### src/rtl/baud_gen_frac.sv
// Fractional baud-rate generator: the oversample period averages div_int + div_frac/2^FRAC_W
// clocks. It produces oversample and bit ticks and an oversample-rate square wave.
module baud_gen_frac #(
    parameter int DIV_W      = 16,
    parameter int FRAC_W     = 4,
    parameter int OVERSAMPLE = 16,
    parameter int DEF_INT    = 54,
    parameter int DEF_FRAC   = 4
) (
    input  logic              clk,
    input  logic              rst,
    input  logic              en,
    input  logic              load,
    input  logic [DIV_W-1:0]  div_int,
    input  logic [FRAC_W-1:0] div_frac,
    input  logic              resync,
    output logic              tick_os,
    output logic              tick_bit,
    output logic              os_clk
);
    localparam int IDX_W   = $clog2(OVERSAMPLE);
    localparam int LEN_W   = DIV_W + 1;
    localparam int RST_INT = (DEF_INT < 2) ? 2 : DEF_INT;
    localparam logic [IDX_W-1:0] IDX_LAST = IDX_W'(OVERSAMPLE - 1);
    localparam logic [IDX_W-1:0] IDX_HALF = IDX_W'(OVERSAMPLE / 2);

    function automatic logic [DIV_W-1:0] clamp_div(input logic [DIV_W-1:0] d);
        return (d < DIV_W'(2)) ? DIV_W'(2) : d;
    endfunction

    logic [DIV_W-1:0]  int_reg;
    logic [FRAC_W-1:0] frac_reg;
    logic [DIV_W-1:0]  cnt;
    logic [FRAC_W-1:0] acc;
    logic [IDX_W-1:0]  os_idx;

    logic [FRAC_W:0]   acc_sum;
    logic [LEN_W-1:0]  period_len;
    logic [LEN_W-1:0]  last_cnt;
    logic [LEN_W-1:0]  half_cnt;
    logic              at_last;
    logic              before_half;

    // The carry of the fractional accumulator stretches the current period by one clock.
    assign acc_sum     = {1'b0, acc} + {1'b0, frac_reg};
    assign period_len  = {1'b0, int_reg} + {{DIV_W{1'b0}}, acc_sum[FRAC_W]};
    assign last_cnt    = period_len - LEN_W'(1);
    assign half_cnt    = period_len >> 1;
    assign at_last     = ({1'b0, cnt} == last_cnt);
    assign before_half = (({1'b0, cnt} + LEN_W'(1)) == half_cnt);

    always_ff @(posedge clk or posedge rst) begin
        if (rst) begin
            int_reg  <= DIV_W'(RST_INT);
            frac_reg <= FRAC_W'(DEF_FRAC);
            cnt      <= '0;
            acc      <= '0;
            os_idx   <= '0;
            tick_os  <= 1'b0;
            tick_bit <= 1'b0;
            os_clk   <= 1'b0;
        end else if (load || resync) begin
            if (load) begin
                int_reg  <= clamp_div(div_int);
                frac_reg <= div_frac;
            end
            cnt      <= '0;
            acc      <= '0;
            os_idx   <= resync ? IDX_HALF : '0;
            tick_os  <= 1'b0;
            tick_bit <= 1'b0;
            os_clk   <= 1'b0;
        end else if (en) begin
            tick_os  <= at_last;
            tick_bit <= at_last && (os_idx == IDX_LAST);
            if (at_last) begin
                cnt    <= '0;
                acc    <= acc_sum[FRAC_W-1:0];
                os_idx <= (os_idx == IDX_LAST) ? '0 : os_idx + IDX_W'(1);
                os_clk <= 1'b0;
            end else begin
                cnt <= cnt + DIV_W'(1);
                if (before_half)
                    os_clk <= 1'b1;
            end
        end else begin
            tick_os  <= 1'b0;
            tick_bit <= 1'b0;
        end
    end
endmodule

### config.mk
export PLATFORM = sky130hd
export DESIGN_NAME = baud_gen_frac
export DESIGN_NICKNAME = d
export VERILOG_FILES = /design/src/rtl/baud_gen_frac.sv
export SDC_FILE = /design/constraint.sdc
export NUM_CORES = 1
export LEC_CHECK = 0
export BUFFER_PORTS_ARGS = -buffer_cell sky130_fd_sc_hd__buf_2
export CAP_MARGIN = 20
export CELL_PAD_IN_SITES_DETAIL_PLACEMENT = 1
export CELL_PAD_IN_SITES_GLOBAL_PLACEMENT = 1
export CORE_ASPECT_RATIO = 1.5
export CORE_MARGIN = 2
export CORE_UTILIZATION = 35
export DETAILED_ROUTE_END_ITERATION = 7
export PLACE_DENSITY_LB_ADDON = 0.1
export RECOVER_POWER = 25
export SETUP_SLACK_MARGIN = 0.5
export SLEW_MARGIN = 30
export SYNTH_ARGS = -nofsm -noshare
export SYNTH_HDL_FRONTEND = slang
export SYNTH_SLANG_ARGS = --single-unit
### constraint.sdc
create_clock -name clk -period 5.2 [get_ports clk]
set_input_delay 1.04 -clock clk [delete_from_list [all_inputs] [get_ports clk]]
set_output_delay 1.04 -clock clk [all_outputs]
set_load 0.1 [all_outputs]
# Word-level counts from Yosys, hierarchy flattened
# Cells that the tools add are included.
# W data, S select, Z words.
dict set report totals {
  reg_bits 47
  input_bits 25
  output_inout_bits 3
  wordCells 46
}
dict set report op_classes {
  addsub 6
  magnitude_cmp 1
  eq_ne 3
  n_mux 20
  n_reduce_logical 8
}
# op n
set ops {}
lappend ops {{$mux W16} 4}
lappend ops {{$mux W4} 8}
lappend ops {{$add A16 B1 Y17} 1}
lappend ops {{$add A16 B1 Y17 const B} 1}
lappend ops {{$eq A16 B17 Y1} 1}
lappend ops {{$eq A17 B16 Y1} 1}
lappend ops {{$sub A17 B1 Y17 const B} 1}
lappend ops {{$add A16 B1 Y16 const B} 1}
lappend ops {{$lt A16 B2 Y1 const B} 1}
lappend ops {{$mux W1} 8}
lappend ops {{$reduce_and A2 Y1} 3}
lappend ops {{$add A4 B4 Y5} 1}
lappend ops {{$add A4 B1 Y4 const B} 1}
lappend ops {{$eq A4 B4 Y1 const B} 1}
lappend ops {{$reduce_bool A2 Y1} 2}
lappend ops {{$reduce_bool A3 Y1} 1}
lappend ops {{$logic_and A1 B1 Y1} 1}
lappend ops {{$logic_or A1 B1 Y1} 1}

# Depth between registers and ports, before layout
dict set report logic_depth {
  word_depth 7
  ltp_mapped 21
}

# Least setup slack after synthesis
# Ideal clock, no wire load.
dict set report synth_path {
  path_type {reg-to-reg}
  from {reg frac_reg[0]}
  to {reg acc[0]}
  setup_ns 0.119
  arrival_ns 4.155
  t_required_ns 5.081
  setup_slack_ns 0.926
  path_stages_with_launch 22
  n_path_buf 2
  path_cell_list {dfrtp_1 -> ha_1 -> inv_1 -> fa_1 -> nor2b_1 -> o21ai_0 -> nand2b_1 -> ha_1 -> ha_1 -> inv_1 -> ha_1 -> nand2_1 -> nor4_1 -> a41oi_1 -> nor4b_1 -> xnor2_1 -> nand3_1 -> or4_4 -> buf_6 -> buf_2 -> o31a_1 -> o21a_1}
}
dict set report synth_between {
  elab_chain_cells 6
}
# element line_no
set synth_rtl {}
lappend synth_rtl {{from (decl)} 32} ;# logic [FRAC_W-1:0] frac_reg;
lappend synth_rtl {{from (signal assigned)} 55} ;# frac_reg <= FRAC_W'(DEF_FRAC);
lappend synth_rtl {{from (signal assigned)} 65} ;# frac_reg <= div_frac;
lappend synth_rtl {{$add A4 B4 Y5 (*)} 45} ;# assign acc_sum = {1'b0, acc} + {1'b0, frac_reg};
lappend synth_rtl {{$add A16 B1 Y17} 46} ;# assign period_len = {1'b0, int_reg} + {{DIV_W{1'b0}}, acc_sum[FRAC_W]};
lappend synth_rtl {{$sub A17 B1 Y17} 47} ;# assign last_cnt = period_len - LEN_W'(1);
lappend synth_rtl {{$eq A16 B17 Y1} 49} ;# assign at_last = ({1'b0, cnt} == last_cnt);
lappend synth_rtl {{$reduce_bool A2 Y1 (no source line)} n/a}
lappend synth_rtl {{$reduce_and A2 Y1 (no source line)} n/a}
lappend synth_rtl {{to (signal assigned)} 78} ;# acc <= acc_sum[FRAC_W-1:0];
lappend synth_rtl {{to (decl)} 34} ;# logic [FRAC_W-1:0] acc;
# Mark *: on every way between the ends. The rest lies on a longest branch, timed or not. The select of a mux whose other input is x is not followed.
# A chain may end at the register's enable or synchronous reset.

# Final worst setup path
dict set report layout_path {
  from {reg acc[0]}
  to {reg os_idx[0]}
}
dict set report layout_between {
  elab_chain_cells 6
}
# element line_no
set layout_rtl {}
lappend layout_rtl {{$add A4 B4 Y5} 45}
lappend layout_rtl {{$add A16 B1 Y17} 46}
lappend layout_rtl {{$sub A17 B1 Y17} 47}
lappend layout_rtl {{$eq A16 B17 Y1} 49}
lappend layout_rtl {{$reduce_bool A2 Y1 (no source line)} n/a}
lappend layout_rtl {{$reduce_and A2 Y1 (no source line)} n/a}
lappend layout_rtl {{to (signal assigned)} 69} ;# os_idx <= resync ? IDX_HALF : '0;
lappend layout_rtl {{to (signal assigned)} 79} ;# os_idx <= (os_idx == IDX_LAST) ? '0 : os_idx + IDX_W'(1);
lappend layout_rtl {{to (decl)} 35} ;# logic [IDX_W-1:0] os_idx;
# Every way passes these cells.

==> flow_summary.toml <==
[layout]
multi_input_area_um2 = 2860
fin_cells = 637
syn2layout_area_growth_pct = 13.5
layout.area.seq_um2 = 1180
fill_cells = 1357
diodes = 0
postLayoutCellArea_um2 = 4750
nNetsFinal = 521
drive_gt1_frac = 0.251

[grt]
overflow = 0
grt_pass1_wl_mm = 20.6
antenna_found_initial = 0
grt_max_degree = 48
grt_util_all_layers = 0.206
grt_pass1_vias = 3894

[detailed_routing]
first_pass_iters = 4
antenna_left = 0
wire_per_inst_um = 19.8
vias = 3660
drcViolationCount = 0
first_iter_violations = 101
post_drt_via_cell_ratio = 5.75
drt_wl_total_mm = 12.6

[clocking]
cts_tree = "done"
clockRootBuffer = "clkbuf_16"
cts_buffers = 5
clock-sinks = 47
cts_max_path_buffers = 2
insertion_delay_ns = 0.30
clk_pin_slew_ns = 0.07
ctsHoldBuffers = 0
h-tree-depth = 2

[hold_path]
min-delay-start = "frac_reg[0]$_DFFE_PP0P_"
min_path_type = "reg2reg"
hold_depth = 1
holdPathEnd = "frac_reg[0]$_DFFE_PP0P_"

[synth]
yosys_register_bits = 47
synthTopCellsByCount = "xnor2_1 (46), dfrtp_1 (42), nand2_1 (29), nor4_1 (26), o21ai_0 (26)"
seq_area_frac_synth = 0.283
yosys.cell_count.top_type = "xnor2_1"
netlist_instances = 476
yosys_warnings = 0
yosysTopAreaCell = "dfrtp_1"
synth_area_um2 = 4180
syn_nets = 511
async_reset_ff_frac = 1.00
synth_ff_type = "dfrtp_1"
yosysUniqueCellTypes = 75
synth_edf_count = 0
syn_avg_cell_area_um2 = 8.79
synth_top_area_frac = 0.251
synth.area.top_cells = "dfrtp_1 (25%), xnor2_1 (9.6%), nor4_1 (3.9%)"

[place]
dpl.hpwl_mm = 9.22
dpl_cell_area_um2 = 4360
place.gp.congestion = 0.833
placedCellCount = 619
portBuffers = 27

[timing]
hold_viol_final = 0
fin_crit_ns = 4.48
rsz0062_at_grt = "false"
worst_pin_slew_ns = 2.70
skew_ns = 0.00819
drv_slew = 48
setup_viol = 0
max_freq_mhz = 223
timing.final.crit_share = 0.862
fin_tns_setup_ns = 0
slew_headroom = -0.803

[critical_path]
r2r_start = "acc[0]$_DFFE_PP0P_"
rrSetupSlack_ns = 0.72
critPathKind = "reg2reg"
worstPathRequired_ns = 5.43
r2r_cells = 19
worstPathArrival_ns = 4.71
crit_fanout = 6
cp-start-kind = "flop"
r2r_end = "os_idx[0]$_DFFE_PP0P_"
cp-end-kind = "flop"

[floorplanning]
rows = 48
dieArea_um2 = 12900
io_pins = 28
dieWidth_um = 93.3
start_util = 0.361
core_um2 = 11600
die_h_um = 138

[job]
drv_cap = 1

[power_and_ir_drop]
totalPowerFinal_uw = 1030
max-vdd-ir-drop_mv = 0.105
power_density_nw_per_um2 = 216
p_leak_uw = 0.00179

[status]
violations = "max-capacitance violations, max-slew violations"
status = "finished with violations"
[layout by cell type (no fill, tap or decap), types with 4 or more instances in the layout]
| master | netlist | final |
|---|---|---|
| o22ai_1 | 7 | 7 |
| xor2_1 | 15 | 15 |
| nor2_1 | 23 | 22 |
| clkbuf_16 | 0 | 5 |
| nand3_1 | 23 | 22 |
| nor4_2 | 3 | 5 |
| mux2i_1 | 6 | 6 |
| dfrtp_1 | 42 | 42 |
| a21oi_1 | 12 | 9 |
| buf_4 | 6 | 16 |
| nor4_1 | 26 | 24 |
| o31ai_1 | 6 | 6 |
| a211oi_1 | 5 | 5 |
| buf_2 | 7 | 27 |
| nand2_1 | 29 | 29 |
| o31a_1 | 4 | 4 |
| and2_1 | 4 | 4 |
| o21ai_0 | 26 | 26 |
| ha_1 | 9 | 5 |
| or4_4 | 1 | 7 |
| dfstp_2 | 5 | 5 |
| xnor2_1 | 46 | 46 |
| nor3_1 | 10 | 10 |
| o211ai_1 | 4 | 4 |
| and3_1 | 13 | 13 |
| nand4_1 | 8 | 8 |
| inv_1 | 20 | 18 |
| mux2_2 | 14 | 14 |
[metal layers]
metal  vias up  wire length (um)  track usage
li1       1752                 -            -
met1      1841              5140        0.230
met5         -                 0            0
met3        17               219       0.0245
met2        50              6930        0.396
met4         0               312       0.0719
[report_power, final]
group	leakage, uW	total (uW)	internal (uW)	switching, uW
Combinational	0.00110	204	90.4	114
Clock	0.0000875	400	242	158
Sequential	0.000603	422	384	37.8
[area by class of cell]
| class | count | area share |
|---|---|---|
| multi-input combinational | 367 | 0.601 |
| sequential | 47 | 0.249 |
| timing repair buffer | 45 | 0.0569 |
| tap | 150 | 0.0395 |
| clock buffer | 6 | 0.0292 |
| inverter | 20 | 0.0158 |
| clock inverter | 2 | 0.00817 |
[worst max-delay path, stage by stage, from the launching register on]
cell and delay (ns):
dfrtp_1 0.36, ha_2 0.18, inv_1 0.06, fa_2 0.37, nor2b_2 0.12, o21ai_0 0.07
nand2b_1 0.15, ha_4 0.19, ha_4 0.21, inv_2 0.07, ha_4 0.15, nand2_1 0.06
nor4_2 0.30, a41oi_2 0.14, nor4b_2 0.38, xnor2_1 0.17, nand3_2 0.15, or4_4 0.63
or4_4 0.51, a21oi_2 0.13
[timing repair]
action / 4_1_cts / 5_1_grt
hold endpoints to repair: 0 / 0
pin swaps: 3 / 11
setup endpoints to repair: 22 / 23
cloned: 1 / 1
buffers inserted: 3 / 5
gates resized for setup: 9 / 20
[cells by family (layout without fill, tap and decap cells)]
| family | Yosys count | count (layout) | share of synthesized area |
|---|---|---|---|
| AO/OA/AOI/OAI | 93 | 93 | 0.153 |
| XOR/XNOR | 65 | 65 | 0.150 |
| adder cells (fa/ha/maj) | 10 | 10 | 0.0317 |
| buffers and inverters | 64 | 73 | 0.0706 |
| flip-flops | 47 | 47 | 0.283 |
| multiplexers | 22 | 22 | 0.0601 |
| AND/OR/NAND/NOR | 175 | 177 | 0.252 |
[per-stage QoR]
stage / hold WS (ns) / setup WS (ns) / utilization
floorplan: 0.487 / 0.926 / -
global placement: 0.500 / 0.459 / 0.376
detailed placement: 0.514 / 0.222 / 0.376
CTS: 0.532 / 0.517 / 0.397
global route: 0.542 / 0.481 / 0.410
finish: 0.527 / 0.716 / 0.410
[worst max path at each step]
stage / to / slack (ns) / cells after the start / from
finish: os_idx[0]$_DFFE_PP0P_ / 0.72 / 19 / acc[0]$_DFFE_PP0P_
global route: cnt[6]$_DFFE_PP0P_ / 0.48 / 21 / acc[0]$_DFFE_PP0P_
CTS: os_idx[0]$_DFFE_PP0P_ / 0.52 / 19 / frac_reg[0]$_DFFE_PP0P_
detailed placement: os_idx[0]$_DFFE_PP0P_ / 0.22 / 20 / frac_reg[0]$_DFFE_PP0P_
global placement: os_idx[1]$_DFFE_PP0P_ / 0.46 / 21 / frac_reg[0]$_DFFE_PP0P_
floorplan: acc[0]$_DFFE_PP0P_ / 0.93 / 21 / frac_reg[0]$_DFFE_PP0P_
Power figures use the tool's default switching activity.
